===== src/rtl/exhaustive_resp_capture_if.sv =====
// exhaustive_resp_capture_if
//   Bundles the capture-stage signals for one N_IN-input, single-output DUT.
//   slave  : the capture block. It receives start, golden and dut_out, and
//            drives the pattern and result signals.
//   master : the controller/bench side, with the opposite directions.
//   Signals:
//     start          run request
//     golden         expected truth table; bit k is the expected output for pattern k
//     dut_out        DUT single-bit output
//     pattern        pattern driven to the DUT
//     busy, done     run status
//     truth          captured truth table
//     mismatch       set when truth differs from golden
//     first_fail_idx lowest failing pattern index
//     fail_count     number of failing patterns
//     signature      16-bit MISR signature; exists only when RESP_MISR_EN is defined
interface exhaustive_resp_capture_if #(
   parameter int N_IN = 3
);
   logic                 start;
   logic [(1<<N_IN)-1:0] golden;
   logic                 dut_out;
   logic [N_IN-1:0]      pattern;
   logic                 busy;
   logic                 done;
   logic [(1<<N_IN)-1:0] truth;
   logic                 mismatch;
   logic [N_IN-1:0]      first_fail_idx;
   logic [N_IN:0]        fail_count;
`ifdef RESP_MISR_EN
   logic [15:0]          signature;
`endif

   modport slave (
      input  start, golden, dut_out,
      output pattern, busy, done, truth, mismatch, first_fail_idx, fail_count
`ifdef RESP_MISR_EN
      , output signature
`endif
   );

   modport master (
      output start, golden, dut_out,
      input  pattern, busy, done, truth, mismatch, first_fail_idx, fail_count
`ifdef RESP_MISR_EN
      , input signature
`endif
   );
endinterface


===== src/rtl/exhaustive_resp_capture.sv =====
// exhaustive_resp_capture
//   Steps an N_IN-input DUT through every input pattern. Each pattern is held
//   for SETTLE+1 cycles, and the DUT output is sampled on the last of those
//   cycles. The block builds the captured truth table and compares it, bit by
//   bit, against a golden table that is latched when the run starts.
//   Optional feature: define RESP_MISR_EN to add a 16-bit MISR signature
//   (polynomial 0x1021) over the sampled outputs.
//   Ports:
//     CK     rising-edge clock
//     reset  asynchronous, active-high; clears all state
//     cap    capture interface, slave modport (see exhaustive_resp_capture_if)
//   Parameters: N_IN (1..8) is the DUT input width; SETTLE (0..15) is the
//   number of settle cycles per pattern.
module exhaustive_resp_capture #(
   parameter int N_IN   = 3,
   parameter int SETTLE = 1
) (
   input  logic                        CK,
   input  logic                        reset,
   exhaustive_resp_capture_if.slave    cap
);

   localparam int              NPAT     = 1 << N_IN;
   localparam logic [N_IN-1:0] LAST_IDX = '1;
   localparam logic [3:0]      SETTLE_C = 4'(SETTLE);

   typedef enum logic [1:0] {
      S_IDLE,
      S_RUN,
      S_DONE
   } state_t;

   state_t            state_q, state_d;
   logic [N_IN-1:0]   idx_q, idx_d;
   logic [3:0]        cnt_q, cnt_d;
   logic [NPAT-1:0]   golden_q, golden_d;
   logic [NPAT-1:0]   truth_q, truth_d;
   logic              mism_q, mism_d;
   logic [N_IN-1:0]   ffi_q, ffi_d;
   logic [N_IN:0]     fcnt_q, fcnt_d;
`ifdef RESP_MISR_EN
   logic [15:0]       sig_q, sig_d;
   logic              fb;
`endif

   always_ff @(posedge CK or posedge reset) begin
      if (reset) begin
         state_q  <= S_IDLE;
         idx_q    <= '0;
         cnt_q    <= '0;
         golden_q <= '0;
         truth_q  <= '0;
         mism_q   <= 1'b0;
         ffi_q    <= '0;
         fcnt_q   <= '0;
`ifdef RESP_MISR_EN
         sig_q    <= 16'hFFFF;
`endif
      end else begin
         state_q  <= state_d;
         idx_q    <= idx_d;
         cnt_q    <= cnt_d;
         golden_q <= golden_d;
         truth_q  <= truth_d;
         mism_q   <= mism_d;
         ffi_q    <= ffi_d;
         fcnt_q   <= fcnt_d;
`ifdef RESP_MISR_EN
         sig_q    <= sig_d;
`endif
      end
   end

   always_comb begin
      state_d  = state_q;
      idx_d    = idx_q;
      cnt_d    = cnt_q;
      golden_d = golden_q;
      truth_d  = truth_q;
      mism_d   = mism_q;
      ffi_d    = ffi_q;
      fcnt_d   = fcnt_q;
`ifdef RESP_MISR_EN
      sig_d    = sig_q;
      fb       = sig_q[15] ^ cap.dut_out;
`endif
      case (state_q)
         // IDLE and DONE both accept start. Result registers hold until a
         // start is accepted, so DONE keeps presenting the last run.
         S_IDLE, S_DONE: begin
            if (cap.start) begin
               state_d  = S_RUN;
               golden_d = cap.golden;
               truth_d  = '0;
               mism_d   = 1'b0;
               ffi_d    = '0;
               fcnt_d   = '0;
               idx_d    = '0;
               cnt_d    = '0;
`ifdef RESP_MISR_EN
               sig_d    = 16'hFFFF;
`endif
            end
         end
         S_RUN: begin
            if (cnt_q == SETTLE_C) begin
               // Sample edge: all result registers update here, with no
               // extra pipeline stage.
               truth_d[idx_q] = cap.dut_out;
               if (cap.dut_out != golden_q[idx_q]) begin
                  fcnt_d = fcnt_q + (N_IN+1)'(1);
                  // A clear mismatch flag means this is the first failure
                  // of the run.
                  if (!mism_q) begin
                     ffi_d  = idx_q;
                     mism_d = 1'b1;
                  end
               end
`ifdef RESP_MISR_EN
               sig_d = {sig_q[14:0], 1'b0} ^ (fb ? 16'h1021 : 16'h0000);
`endif
               cnt_d = '0;
               // On the last pattern, idx holds at all-ones instead of
               // wrapping, so pattern shows the final value in DONE.
               if (idx_q == LAST_IDX) state_d = S_DONE;
               else                   idx_d   = idx_q + N_IN'(1);
            end else begin
               cnt_d = cnt_q + 4'd1;
            end
         end
         default: state_d = S_IDLE;
      endcase
   end

   // pattern[N_IN-1] connects to DUT input N[0]. The bit order is a wiring
   // choice, so no reversal is done here.
   assign cap.pattern        = idx_q;
   assign cap.busy           = (state_q == S_RUN);
   assign cap.done           = (state_q == S_DONE);
   assign cap.truth          = truth_q;
   assign cap.mismatch       = mism_q;
   assign cap.first_fail_idx = ffi_q;
   assign cap.fail_count     = fcnt_q;
`ifdef RESP_MISR_EN
   assign cap.signature      = sig_q;
`endif

endmodule


===== src/flat_wrapper.sv =====
// flat-port wrapper written by rule: the top's interface ports become plain ports
module exhaustive_resp_capture_flat 
#(
   parameter int N_IN   = 3,
   parameter int SETTLE = 1
)
  (CK, reset, cap_start, cap_golden, cap_dut_out, cap_pattern, cap_busy, cap_done, cap_truth, cap_mismatch, cap_first_fail_idx, cap_fail_count);
  exhaustive_resp_capture_if #(.N_IN(N_IN)) cap_i ();
  input  logic CK;
  input  logic reset;
  input wire logic [$bits(cap_i.start)-1:0] cap_start;
  input wire logic [$bits(cap_i.golden)-1:0] cap_golden;
  input wire logic [$bits(cap_i.dut_out)-1:0] cap_dut_out;
  output wire logic [$bits(cap_i.pattern)-1:0] cap_pattern;
  output wire logic [$bits(cap_i.busy)-1:0] cap_busy;
  output wire logic [$bits(cap_i.done)-1:0] cap_done;
  output wire logic [$bits(cap_i.truth)-1:0] cap_truth;
  output wire logic [$bits(cap_i.mismatch)-1:0] cap_mismatch;
  output wire logic [$bits(cap_i.first_fail_idx)-1:0] cap_first_fail_idx;
  output wire logic [$bits(cap_i.fail_count)-1:0] cap_fail_count;
  assign cap_i.start = cap_start;
  assign cap_i.golden = cap_golden;
  assign cap_i.dut_out = cap_dut_out;
  assign cap_pattern = cap_i.pattern;
  assign cap_busy = cap_i.busy;
  assign cap_done = cap_i.done;
  assign cap_truth = cap_i.truth;
  assign cap_mismatch = cap_i.mismatch;
  assign cap_first_fail_idx = cap_i.first_fail_idx;
  assign cap_fail_count = cap_i.fail_count;
  exhaustive_resp_capture #(.N_IN(N_IN), .SETTLE(SETTLE)) u_core (.CK(CK), .reset(reset), .cap(cap_i));
endmodule

===== config.mk =====
export PLATFORM = sky130hd
export DESIGN_NAME = exhaustive_resp_capture_flat
export DESIGN_NICKNAME = d
export VERILOG_FILES = /design/src/rtl/exhaustive_resp_capture_if.sv /design/src/rtl/exhaustive_resp_capture.sv /design/src/flat_wrapper.sv
export SDC_FILE = /design/constraint.sdc
export NUM_CORES = 1
export LEC_CHECK = 0
export CORE_ASPECT_RATIO = 1.1
export CORE_MARGIN = 10
export CORE_UTILIZATION = 51
export CTS_CLUSTER_SIZE = 40
export DETAILED_ROUTE_END_ITERATION = 16
export MAX_ROUTING_LAYER = met4
export PLACE_DENSITY = 0.79
export SLEW_MARGIN = 0
export SYNTH_ARGS = -nofsm -noshare
export SYNTH_HDL_FRONTEND = slang
export SYNTH_SLANG_ARGS = --single-unit

===== constraint.sdc =====
create_clock -name CK -period 2.8 [get_ports CK]
set_input_delay 0.56 -clock CK [delete_from_list [all_inputs] [get_ports CK]]
set_output_delay 0.56 -clock CK [all_outputs]
set_load 0.02 [all_outputs]

# == Word level (Yosys, flattened, before mapping) ==
# Index checks and enable logic that the tools add are counted.
# op_classes
add_sub_neg,3
order_cmp,2
eq_ne,11
mux,30
n_reduce_logical,11
# ops
cell,n
$mux W3,6
$mux W4,4
$mux W8,2
$pmux W4 S2,2
$pmux W8 S2,1
$pmux W3 S2,2
$add A4 B1 Y4 const B,2
$bwmux W8,1
$reduce_and A4 Y1,2
$mux W2,3
$ne A2 B1 Y1 const B,3
$ne A2 B2 Y1 const B,3
$reduce_and A3 Y1,2
$mux W1,5
$reduce_and A5 Y1,1
$eq A4 B1 Y1 const B,1
$lt A3 B4 Y1 const B,1
$pmux W2 S2,1
$reduce_and A2 Y1,2
$add A3 B1 Y3 const B,1
$bmux W1 S3,1
$demux W1 S3,1
$eq A3 B3 Y1 const B,1
$ge A3 B1 Y1 const B,1
other kinds (8),8
# totals
register_bits,33
in_bits,12
out_inout_bits,21
wordCells,65

# == Depth between registers and ports, before layout ==
# Gate-level depths: netlist (run 1).
# depth
depth_word,7
depth_mapped,8
depth_no_buf,7

# == Worst setup path after synthesis (run 1) ==
# No wires, ideal clock.
# synth_timing
path_type,register to register
startpoint,"register u_core.idx_q[0], in the netlist u_core.cap.pattern[0]"
endpoint,"register u_core.fcnt_q[3], in the netlist u_core.cap.fail_count[3]"
setup_ps,69
arrival_ps,2090
required_time_ps,2731
path_slack_ps,641
path_stages_with_launch,6
path_buffers,0
synth_period_minus_slack_ps,2159
path_cell_list,dfrtp_1 -> mux4_1 -> mux2i_4 -> xor2_2 -> or4_1 -> nand3_1
# synth_via
elab_chain_len,5
# synth_rtl
item,line_no,text
"start, declared",exhaustive_resp_capture.sv:34,"logic [N_IN-1:0] idx_q, idx_d;"
"start signal, assigned",exhaustive_resp_capture.sv:61,idx_q <= idx_d;
$bmux W1 S3,exhaustive_resp_capture.sv:110,if (cap.dut_out != golden_q[idx_q]) begin
$mux W1 (implied by the code),exhaustive_resp_capture.sv:110,
$ne A1 B1 Y1,exhaustive_resp_capture.sv:110,
$ne A2 B1 Y1 (no line),n/a,
$reduce_and A4 Y1 (no line),n/a,
"end signal, assigned",exhaustive_resp_capture.sv:67,fcnt_q <= fcnt_d;
"end, declared",exhaustive_resp_capture.sv:40,"logic [N_IN:0] fcnt_q, fcnt_d;"
# Every way passes these cells. The select of a mux whose other input is x is not followed.
# A chain may end at the register's enable or synchronous reset.

# == Worst setup path in the final report (run 1) ==
# layout_timing
startpoint,register u_core.state_q[1]
endpoint,output port cap_busy
# layout_via
elab_chain_len,1
# layout_rtl
item,line_no,text
"start, declared",exhaustive_resp_capture.sv:33,"state_t state_q, state_d;"
"start signal, assigned",exhaustive_resp_capture.sv:60,state_q <= state_d;
$eq A2 B1 Y1,exhaustive_resp_capture.sv:138,assign cap.busy = (state_q == S_RUN);
"end, declared",flat_wrapper.sv:15,output wire logic [$bits(cap_i.busy)-1:0] cap_busy;
# Every way passes these cells.

==> results.txt, run 1 <==
----------------------------------------------------
[Synth]
  Number of enable-type register cells in the synthesized netlist ... 0
  Synth Register Bits ... 33
  Mean Syn Cell Area ... between 9 and 10 sq um
  Number of library cell types mapped by synthesis ... 35
  Top cells by area in the synthesized netlist ... sky130_fd_sc_hd__dfrtp_1 49%, sky130_fd_sc_hd__nand2_1 8.0%, sky130_fd_sc_hd__o21ai_1 5.9%
  Async set or reset register ratio after synthesis ... 1.00
  Synth warn ... 0
  Share of the synthesized area in the top cell type ... 0.490
  Post-synthesis instance total ... 176
  Synth area leader ... sky130_fd_sc_hd__dfrtp_1
  Post-synth net total ... between 150 and 200
  Total standard cell area after synthesis ... about 1700 sq um
  Sequential-to-total area share from yosys stat ... 0.490
  Top_reg_cell synth ... sky130_fd_sc_hd__dfrtp_1

[Placement]
  Number of instances in the placed design ... approximately 240
  Number of buffer cells added on primary ports ... 32
  Final weighted congestion in routability-driven placement ... 0.811
  Dpl ws ... around 0.71 ns
  Detailed placement HPWL ... between 2 and 3 mm

[Pwr]
  Lkg Pwr ... roughly 0.94 nW
  Net load switching power ... roughly 1 mW
  Internal power component ... about 1.4 mW
  Peak supply drop ... 0.471 mV
  Sw frac ... 0.430
  Clock share of power ... 0.103
  Power Density ... around 1100 nW/um^2
  Logic pwr share ... 0.544
  Sequential share of power ... 0.352

[Routing]
  Routed wire per std cell ... around 15 um
  Initial detailed-routing violation count ... slightly below 100
  First-pass iteration count of the detailed router ... 4
  Post-route ant nets ... 0
  DRC Markers ... 0
  Via density per instance ... 5.72
  Total vias in the final route ... 1414
  Total routed wirelength ... 3.81 mm

[Die]
  Effective utilization at floorplan ... 0.544
  Row Count ... 21
  Io pins ... 33
  DIE WIDTH ... roughly 75 um
  Area of the core ... 3100 sq um
  Die height ... between 80 and 90 um
  Die area ... 6010 sq um

[STA]
  Slack of the critical path ... approximately 0.59 ns
  Setup repair after global routing missed its margin ... false
  Setup Viol. Count Final ... 0
  Final hold viol count ... 0
  Fin crit period ... 2.21 ns
  Slew at the pin closest to its max-slew limit ... approximately 0.51 ns
  Slew margin rel. ... 0.660
  Fin Clk Skew ... slightly above 0.007 ns
  Setup tns final ... 0 ns
  Final number of max-transition violations ... 0
  Final period util ... 0.791
  Highest Clock Rate ... between 400 and 500 MHz

[Worst setup path]
  Endpoint kind of the worst setup timing path ... primary output
  Highest net fanout along the worst path ... 9
  Critical Setup Path Class ... reg -> out
  Critical path buffer and inverter count ... 2
  Worst path cell trace ... nand2b_1, inv_2, clkdlybuf4s50_1
  Data required time of the critical path ... ~2.2 ns
  Crit-path max cell delay ... between 0.6 and 0.7 ns
  Data arrival at the endpoint of the critical path ... ~1.7 ns
  Reg2Reg Setup Slack ... between 0.7 and 0.8 ns
  Cell type of the slowest stage on the worst timing path ... sky130_fd_sc_hd__clkdlybuf4s50_1
  Startpoint kind of the worst setup timing path ... flop
  Family of cells with the greatest summed delay on the critical path ... buffers and inverters

[CTS]
  TritonCTS clock tree ... done
  Clk pin slew, worst setup/hold paths ... 0.09 ns
  Maximum count of clock buffers along a single path ... 2
  Number of CTS-inserted buffers ... 5
  Post-CTS repair timing setup buffer count ... 0
  Number of gates resized after cts ... 0
  Post-CTS Hold Fix Bufs ... 0
  Library cell used as clock root buffer ... sky130_fd_sc_hd__clkbuf_4
  Clock Latency Late Sink ... ~0.32 ns
  CTS H-tree lvls ... 2
  Clk sink count ... 33

[Layout]
  Nets ... 229
  Most common library cell in the layout ignoring fill and taps ... sky130_fd_sc_hd__nand2_1
  Non-filler instance count after layout ... 247
  # diodes ... 0
  Commonest cells after routing, fill and taps aside ... 36 x sky130_fd_sc_hd__nand2_1, 33 x sky130_fd_sc_hd__dfrtp_1, 32 x sky130_fd_sc_hd__clkdlybuf4s50_1, 20 x sky130_fd_sc_hd__o21ai_1, 13 x sky130_fd_sc_hd__nor2_1
  Synthesis-to-finish area growth ... 24.9%
  Fraction of layout instances using a drive strength above 1 ... 0.0845

[Global routing]
  Number of antenna violations at the first check in global routing ... 0
  Total routing resource utilization after global routing ... 0.141
  Overflow left after global routing ... 0
  Via count of the first global-routing pass ... about 1.3k
  First-pass GRT wire length ... 6.51 mm
  Maximum number of pins on one net before global-route repair ... 34

[Status]
  Status ... finished clean

[Min path]
  Min-Delay Path Class ... reg -> reg

[Job]
  Maximum Capacitance Violations ... 0

----------------------------------------------------
cell families (layout without fill, tap and decap cells):
| group | after synthesis | after routing | synth area share |
|---|---|---|---|
| and+or+nand+nor | 68 | 68 | 0.184 |
| AOI/OAI and AO/OA | 46 | 46 | 0.170 |
| DFF | 33 | 33 | 0.490 |
| buffers and inverters | 15 | 52 | 0.0349 |
| muxes | 7 | 7 | 0.0690 |
| adders and majority gates | 5 | 5 | 0.0371 |
| xor gates and xnor gates | 2 | 2 | 0.0149 |
sequential cells by signal, summed over array words and instances, names as in the netlist:
| register | count |
|---|---|
| u_core.cap.pattern | 3 |
| u_core.cap.mismatch | 1 |
| u_core.cap.fail_count | 4 |
| u_core.cap.truth | 8 |
| u_core.cnt_q | 4 |
| u_core.golden_q | 8 |
| u_core.state_q | 2 |
| u_core.cap.first_fail_idx | 3 |
per-stage QoR:
stage           util  power, mW  hold slack, ns  instance area, sq um
5_1_grt        0.679       2.57           0.512                  2110
4_1_cts        0.679       2.39           0.480                  2110
3_5_place_dp   0.663       2.14           0.458                  2060
3_3_place_gp   0.663       2.08           0.456                  2060
2_1_floorplan      -       1.69           0.437                  1690
6_report       0.679       2.37           0.475                  2110
worst min-delay path, delay by kind of cell, from the launching register on:
family / cells / cell delay [ns]
DFF: 1 / 0.34
and+or+nand+nor: 2 / 0.10
power by group through the flow:
stage | clock network [mW] | registers, mW | logic [mW]
after global routing | 0.283 | 0.869 | 1.42
after floorplan | 0 | 0.930 | 0.757
final | 0.245 | 0.835 | 1.29
after detailed placement | 0 | 0.844 | 1.29
after global placement | 0 | 0.833 | 1.25
after CTS | 0.254 | 0.834 | 1.30
final timing paths:
kind | end | from | depth (start not counted)
setup / recovery | cap_busy | u_core.state_q[1]$_DFFE_PP0P_ | 3
hold / removal | u_core.golden_q[0]$_DFFE_PP0P_ | u_core.golden_q[0]$_DFFE_PP0P_ | 2
setup reg to reg | u_core.cap.fail_count[3]$_DFFE_PP0P_ | u_core.cap.pattern[0]$_DFFE_PP0P_ | 5
hold reg to reg | u_core.golden_q[0]$_DFFE_PP0P_ | u_core.golden_q[0]$_DFFE_PP0P_ | 2
max in group asynchronous | u_core.cap.first_fail_idx[0]$_DFFE_PP0P_ | reset | 3
min in group asynchronous | u_core.cnt_q[1]$_DFFE_PP0P_ | reset | 3
cell type report:
class	count	area, sq um
multi-input combinational	128	801
sequential	33	826
fill	270	995
timing repair buffer	38	365
inverter	6	22.5
clock buffer	8	48.8
tap	34	42.5
cell usage after synthesis, drive strengths merged, types with 2 or more instances:
cell,count
nor2,13
a31oi,6
a22o,7
inv,6
nor3,2
nand2b,5
dfrtp,33
nor2b,2
mux4,2
nand2,36
o21ai,24
a21oi,2
ha,5
buf,3
nand3,5
clkbuf,6
o31ai,4
mux2i,4
metal layers:
layer / global-route usage / routed length, um / up-vias / share of wire
li1: - / - / 684 / -
met1: 0.184 / 1800 / 686 / 0.47
met3: 0.0455 / 195 / 2 / 0.051
met5: - / 0 / - / 0
met2: 0.209 / 1800 / 42 / 0.47
met4: 0.0341 / 16 / 0 / 0.0042
(Power assumes the default switching activity.)
==> run 2, diff against run 1 <==
- clock period: 2.8 -> 2.28 ns (I/O delays scaled with it)
==> run 2 against run 1 <==
Register-to-register slack got worse by 0.61 ns. Global-route usage is 0.25 points higher. Routed wire length up 2.4%. Die area did not move. Non-clock buffer count rose by 1. First-iteration DRC count is 66% higher. Cell count unchanged. Via count rose by 0.50%. Critical path depth increased by 2. Sequential power is 23% higher. Clock power grew 40%. Hold slack gained 0.0018 ns. Highest routed layer unchanged.
==> results.txt, run 2 (synthesis results as in run 1) <==
----------------------------------------------------
[Worst setup path]
  Data arrival at the endpoint of the critical path ... 2.43 ns (was 1.65 ns)
  Endpoint kind of the worst setup timing path ... flop (was primary output)
  Family of cells with the greatest summed delay on the critical path ... multiplexers (was buffers and inverters)
  Data required time of the critical path ... 2.56 ns (was 2.24 ns)
  Reg2Reg Setup Slack ... 0.13 ns (was 0.74 ns)
  Cell type of the slowest stage on the worst timing path ... sky130_fd_sc_hd__mux4_1 (was sky130_fd_sc_hd__clkdlybuf4s50_1)
  Critical path buffer and inverter count ... 0 (was 2)
  Startpoint kind of the worst setup timing path ... flop (unchanged)
  Highest net fanout along the worst path ... 5 (was 9)
  Crit-path max cell delay ... 0.62 ns (was 0.64 ns)
  Worst path cell trace ... mux4_1, mux2i_4, xor2_2, or4_1, nand3_1 (was nand2b_1, inv_2, clkdlybuf4s50_1)
  Critical Setup Path Class ... reg -> reg (was reg -> out)

[CTS]
  CTS H-tree lvls ... 2 (unchanged)
  TritonCTS clock tree ... done (unchanged)
  Post-CTS Hold Fix Bufs ... 0 (unchanged)
  Number of gates resized after cts ... 0 (unchanged)
  Clock Latency Late Sink ... 0.34 ns (was 0.32 ns)
  Library cell used as clock root buffer ... sky130_fd_sc_hd__clkbuf_4 (unchanged)
  Number of CTS-inserted buffers ... 5 (unchanged)
  Clk pin slew, worst setup/hold paths ... 0.10 ns (was 0.09 ns)
  Maximum count of clock buffers along a single path ... 2 (unchanged)
  Clk sink count ... 33 (unchanged)
  Post-CTS repair timing setup buffer count ... 0 (unchanged)

[Global routing]
  Number of antenna violations at the first check in global routing ... 0 (unchanged)
  Total routing resource utilization after global routing ... 0.144 (was 0.141)
  Overflow left after global routing ... 0 (unchanged)
  Maximum number of pins on one net before global-route repair ... 34 (unchanged)
  First-pass GRT wire length ... 6.58 mm (was 6.51 mm)
  Via count of the first global-routing pass ... 1389 (was 1349)

[STA]
  Final number of max-transition violations ... 0 (unchanged)
  Slew margin rel. ... 0.495 (was 0.660)
  Fin Clk Skew ... 0.00968 ns (was 0.00707 ns)
  Final hold viol count ... 0 (unchanged)
  Setup Viol. Count Final ... 0 (unchanged)
  Final period util ... 0.942
  Setup tns final ... 0 ns (unchanged)
  Fin crit period ... approximately 2.1 ns
  Setup repair after global routing missed its margin ... false (unchanged)
  Post-Route Hold Slack ... 0.477 ns (was 0.475 ns)
  Highest Clock Rate ... approximately 470 MHz
  Slew at the pin closest to its max-slew limit ... 0.755 ns (was 0.510 ns)
  Slack of the critical path ... 0.132 ns (was 0.585 ns)

[Job]
  Maximum Capacitance Violations ... 0 (unchanged)

[Routing]
  DRC Markers ... 0 (unchanged)
  Post-route ant nets ... 0 (unchanged)
  First-pass iteration count of the detailed router ... 4 (unchanged)
  Via density per instance ... 5.75 (was 5.72)
  Total routed wirelength ... 3.90 mm (was 3.81 mm)
  Initial detailed-routing violation count ... 161 (was 97)
  Total vias in the final route ... 1421 (was 1414)
  Routed wire per std cell ... 15.8 um (was 15.4 um)

[Layout]
  Most common library cell in the layout ignoring fill and taps ... sky130_fd_sc_hd__nand2_1 (unchanged)
  Count of filler cells inserted in the layout ... 268 (was 270)
  Synthesis-to-finish area growth ... 25.8% (was 24.9%)
  # diodes ... 0 (unchanged)
  Share of the core filled with cells in the final layout ... 0.684 (was 0.679)
  Fraction of layout instances using a drive strength above 1 ... 0.0939 (was 0.0845)
  Nets ... 230 (was 229)
  Final cell area excluding filler cells ... 2120 sq um (was 2110 sq um)
  Commonest cells after routing, fill and taps aside ... 36 x sky130_fd_sc_hd__nand2_1, 33 x sky130_fd_sc_hd__dfrtp_1, 32 x sky130_fd_sc_hd__clkdlybuf4s50_1, 20 x sky130_fd_sc_hd__o21ai_1, 13 x sky130_fd_sc_hd__nor2_1 (unchanged)

[Die]
  Io pins ... 33 (unchanged)
  DIE WIDTH ... 74.8 um (unchanged)
  Die height ... 80.3 um (unchanged)
  Row Count ... 21 (unchanged)
  Die area ... 6010 sq um (unchanged)
  Effective utilization at floorplan ... 0.544 (unchanged)
  Area of the core ... 3100 sq um (unchanged)

[Placement]
  Dpl ws ... 0.159 ns (was 0.713 ns)
  Final weighted congestion in routability-driven placement ... 0.749 (was 0.811)
  Number of buffer cells added on primary ports ... 32 (unchanged)
  Post-detailed-placement cell area ... 2060 sq um (about the same)
  Detailed placement HPWL ... 2.94 mm (was 2.85 mm)

[Pwr]
  Peak supply drop ... 0.625 mV (was 0.471 mV)
  Power Density ... 1390 nW/um^2 (was 1130 nW/um^2)
  Lkg Pwr ... 0.952 nW (was 0.942 nW)

[Status]
  Status ... finished clean (unchanged)

[Min path]
  Min-Delay Path Class ... reg -> reg (unchanged)

----------------------------------------------------
[run 2: changes by cell type in the layout (fill, tap and decap cells not counted)]
cell,delta
sky130_fd_sc_hd__buf_4,+1
sky130_fd_sc_hd__clkbuf_8,+1
sky130_fd_sc_hd__clkbuf_1,-2
[run 2: final timing paths]
path,startpoint,endpoint,cells after the start
max reg2reg,u_core.cap.pattern[0]$_DFFE_PP0P_,u_core.cap.fail_count[3]$_DFFE_PP0P_,5
min reg2reg,u_core.golden_q[5]$_DFFE_PP0P_,u_core.golden_q[5]$_DFFE_PP0P_,2
max,u_core.cap.pattern[0]$_DFFE_PP0P_,u_core.cap.fail_count[3]$_DFFE_PP0P_,5
min,u_core.golden_q[5]$_DFFE_PP0P_,u_core.golden_q[5]$_DFFE_PP0P_,2
min in group asynchronous,reset,u_core.cap.truth[5]$_DFFE_PP0P_,3
max in group asynchronous,reset,u_core.state_q[0]$_DFFE_PP0P_,3
[run 2: routing by layer]
layer  GRT usage  vias up  wire, um
li1            -      692         -
met1       0.162      674      1600
met2       0.230       52      1960
met3      0.0554        3       314
met4      0.0455        0        28
met5           -        -         0
[run 2: worst register-to-register path: cells and delay by family, from the launching register on]
family | cells | cell delay [ns]
XOR/XNOR | 1 | 0.17
flip-flops | 1 | 0.42
multiplexers | 2 | 0.90
AND/OR/NAND/NOR | 2 | 0.60
[run 2: layout make-up]
cell class / count / area (sq um) / share of cell area
Clock buffer: 7 / 55.1 / 0.0260
Sequential cell: 33 / 826 / 0.390
Tap cell: 34 / 42.5 / 0.0201
Timing Repair Buffer: 39 / 373 / 0.176
Inverter: 6 / 22.5 / 0.0106
Multi-Input combinational cell: 128 / 801 / 0.378
[run 2: through the flow]
step,power (mW),instances
finish,2.95,247
global route,3.18,247
CTS,2.97,247
detailed placement,2.64,240
global placement,2.56,240
floorplan,2.07,176
[run 2: where the power goes]
group / total (mW) / internal [mW] / leakage [nW] / switching, mW
logic: 1.58 / 0.717 / 0.509 / 0.864
clock network: 0.343 / 0.145 / 0.0314 / 0.197
registers: 1.03 / 0.820 / 0.412 / 0.212
total: 2.95 / 1.68 / 0.952 / 1.27
==> run 3, diff against run 2 <==
- CORE_UTILIZATION: 51 -> 54
- PLACE_DENSITY: 0.79 -> 0.83
- clock period: 2.28 -> 2.6 ns (I/O delays scaled with it)
==> run 3 against run 2 <==
Utilization rose by 2.5 points. Largest cell class unchanged. Largest power group unchanged. Combinational power fell by 13%. Die area fell by 4.1%. Critical endpoint is now cap_busy. Cell count did not move. Worst setup slack improved by 0.30 ns.
==> results.txt, run 3 (synthesis results as in run 1) <==
----------------------------------------------------
[Job]
  Maximum Capacitance Violations ... 0 (unchanged)

[Layout]
  Commonest cells after routing, fill and taps aside ... 36 x sky130_fd_sc_hd__nand2_1, 33 x sky130_fd_sc_hd__dfrtp_1, 32 x sky130_fd_sc_hd__clkdlybuf4s50_1, 20 x sky130_fd_sc_hd__o21ai_1, 13 x sky130_fd_sc_hd__nor2_1 (unchanged)
  Final cell area excluding filler cells ... 2140 sq um (was 2120 sq um)
  Most common library cell in the layout ignoring fill and taps ... sky130_fd_sc_hd__nand2_1 (unchanged)
  Fraction of layout instances using a drive strength above 1 ... 0.0939 (unchanged)
  Area of all sequential standard cells ... 826 sq um (unchanged)
  Synthesis-to-finish area growth ... 27.1% (was 25.8%)
  Area of the multi-input gates ... 801 sq um (unchanged)
  Count of filler cells inserted in the layout ... 237 (was 268)
  # diodes ... 0 (unchanged)
  Nets ... 229 (was 230)

[Die]
  Row Count ... 21 (unchanged)
  Effective utilization at floorplan ... 0.558 (was 0.544)
  Area of the core ... 3020 sq um (was 3100 sq um)
  Die area ... 5760 sq um (was 6010 sq um)
  Die height ... 78.6 um (was 80.3 um)
  Io pins ... 33 (unchanged)
  DIE WIDTH ... 73.3 um (was 74.8 um)

[STA]
  Setup Viol. Count Final ... 0 (unchanged)
  Fin Clk Skew ... 0.0134 ns (was 0.00968 ns)
  Highest Clock Rate ... about 460 MHz
  Setup repair after global routing missed its margin ... false (unchanged)
  Fin crit period ... about 2.2 ns
  Final number of max-transition violations ... 0 (unchanged)
  Setup tns final ... 0 ns (unchanged)
  Final hold viol count ... 0 (unchanged)
  Slew at the pin closest to its max-slew limit ... 0.728 ns (was 0.755 ns)
  Slew margin rel. ... 0.513 (was 0.495)
  Post-Route Hold Slack ... 0.480 ns (was 0.477 ns)
  Final period util ... 0.835
  Slack of the critical path ... 0.428 ns (was 0.132 ns)

[Pwr]
  Lkg Pwr ... 0.961 nW (was 0.952 nW)
  Power Density ... 1250 nW/um^2 (was 1390 nW/um^2)
  Peak supply drop ... 0.952 mV (was 0.625 mV)

[Worst setup path]
  Endpoint kind of the worst setup timing path ... primary output (was flop)
  Family of cells with the greatest summed delay on the critical path ... buffers and inverters (was multiplexers)
  Cell type of the slowest stage on the worst timing path ... sky130_fd_sc_hd__clkdlybuf4s50_1 (was sky130_fd_sc_hd__mux4_1)
  Highest net fanout along the worst path ... 9 (was 5)
  Data arrival at the endpoint of the critical path ... 1.65 ns (was 2.43 ns)
  Worst path cell trace ... nand2b_1, inv_2, clkdlybuf4s50_1 (was mux4_1, mux2i_4, xor2_2, or4_1, nand3_1)
  Critical Setup Path Class ... reg -> out (was reg -> reg)
  Crit-path max cell delay ... 0.63 ns (was 0.62 ns)
  Startpoint kind of the worst setup timing path ... flop (unchanged)
  Critical path buffer and inverter count ... 2 (was 0)
  Data required time of the critical path ... 2.08 ns (was 2.56 ns)

[Global routing]
  First-pass GRT wire length ... 6.98 mm (was 6.58 mm)
  Total routing resource utilization after global routing ... 0.153 (was 0.144)
  Via count of the first global-routing pass ... 1497 (was 1389)
  Maximum number of pins on one net before global-route repair ... 34 (unchanged)
  Number of antenna violations at the first check in global routing ... 0 (unchanged)
  Overflow left after global routing ... 0 (unchanged)

[Placement]
  Dpl ws ... 0.502 ns (was 0.159 ns)
  Number of buffer cells added on primary ports ... 32 (unchanged)
  Detailed placement HPWL ... 2.87 mm (was 2.94 mm)
  Final weighted congestion in routability-driven placement ... 0.758 (was 0.749)
  Post-detailed-placement cell area ... 2060 sq um (about the same)

[Status]
  Status ... finished clean (unchanged)

[Routing]
  Post-route ant nets ... 0 (unchanged)
  Total vias in the final route ... 1420 (was 1421)
  Via density per instance ... 5.75 (about the same)
  First-pass iteration count of the detailed router ... 4 (unchanged)
  Initial detailed-routing violation count ... 96 (was 161)
  Routed wire per std cell ... 15.5 um (was 15.8 um)
  DRC Markers ... 0 (unchanged)
  Total routed wirelength ... 3.84 mm (was 3.90 mm)

[CTS]
  Clk sink count ... 33 (unchanged)
  Post-CTS Hold Fix Bufs ... 0 (unchanged)
  TritonCTS clock tree ... done (unchanged)
  Number of CTS-inserted buffers ... 5 (unchanged)
  Clock Latency Late Sink ... 0.34 ns (about the same)
  Post-CTS repair timing setup buffer count ... 0 (unchanged)
  Library cell used as clock root buffer ... sky130_fd_sc_hd__clkbuf_4 (unchanged)
  CTS H-tree lvls ... 2 (unchanged)
  Clk pin slew, worst setup/hold paths ... 0.10 ns (about the same)
  Number of gates resized after cts ... 0 (unchanged)
  Maximum count of clock buffers along a single path ... 2 (unchanged)

[Min path]
  Min-Delay Path Class ... reg -> reg (unchanged)

----------------------------------------------------
## run 3: cell count changes in the layout (fill, tap and decap cells not counted), sizes merged
cell,previous run,this run
buf,7,6
bufinv,0,1
## run 3: area by class of cell
cell class	count	area share
Timing Repair Buffer	38	0.171
Sequential cell	33	0.386
Multi-Input combinational cell	128	0.374
Clock inverter	1	0.0140
Inverter	6	0.0105
Clock buffer	7	0.0257
Tap cell	34	0.0199
## run 3: path summary, 6_finish.rpt
check / from / endpoint / slack, ns / depth (start not counted)
setup reg to reg: u_core.cap.pattern[0]$_DFFE_PP0P_ / u_core.cap.fail_count[3]$_DFFE_PP0P_ / 0.46 / 5
hold / removal: u_core.golden_q[4]$_DFFE_PP0P_ / u_core.golden_q[4]$_DFFE_PP0P_ / 0.48 / 2
min in group asynchronous: reset / u_core.golden_q[5]$_DFFE_PP0P_ / 0.56 / 3
setup / recovery: u_core.state_q[1]$_DFFE_PP0P_ / cap_busy / 0.43 / 3
hold reg to reg: u_core.golden_q[4]$_DFFE_PP0P_ / u_core.golden_q[4]$_DFFE_PP0P_ / 0.48 / 2
max in group asynchronous: reset / u_core.cap.fail_count[3]$_DFFE_PP0P_ / 1.73 / 3
## run 3: worst register-to-register path, stage by stage, from the launching register on
cell and delay (ns):
sky130_fd_sc_hd__dfrtp_1 0.42, sky130_fd_sc_hd__mux4_1 0.62, sky130_fd_sc_hd__mux2i_4 0.29, sky130_fd_sc_hd__xor2_2 0.17
sky130_fd_sc_hd__or4_1 0.49, sky130_fd_sc_hd__nand3_1 0.09
## run 3: through the flow
| stage | util | std cells | power [mW] |
|---|---|---|---|
| final | 0.709 | 247 | 2.68 |
| after global routing | 0.709 | 247 | 2.91 |
| after CTS | 0.709 | 247 | 2.70 |
| after detailed placement | 0.681 | 239 | 2.30 |
| after global placement | 0.681 | 239 | 2.23 |
| after floorplan | - | 176 | 1.82 |
## run 3: metal layers
| layer | track usage | part of all wire |
|---|---|---|
| met1 | 0.187 | 0.43 |
| met5 | - | 0 |
| met4 | 0.0494 | 0.013 |
| met3 | 0.0478 | 0.064 |
| met2 | 0.235 | 0.49 |
## run 3: where the power goes
part	internal (mW)	leakage (nW)	total [mW]	switching, mW
combinational	0.620	0.504	1.38	0.756
sequential	0.719	0.412	0.907	0.187
clock	0.230	0.0455	0.401	0.172
total	1.57	0.961	2.68	1.11
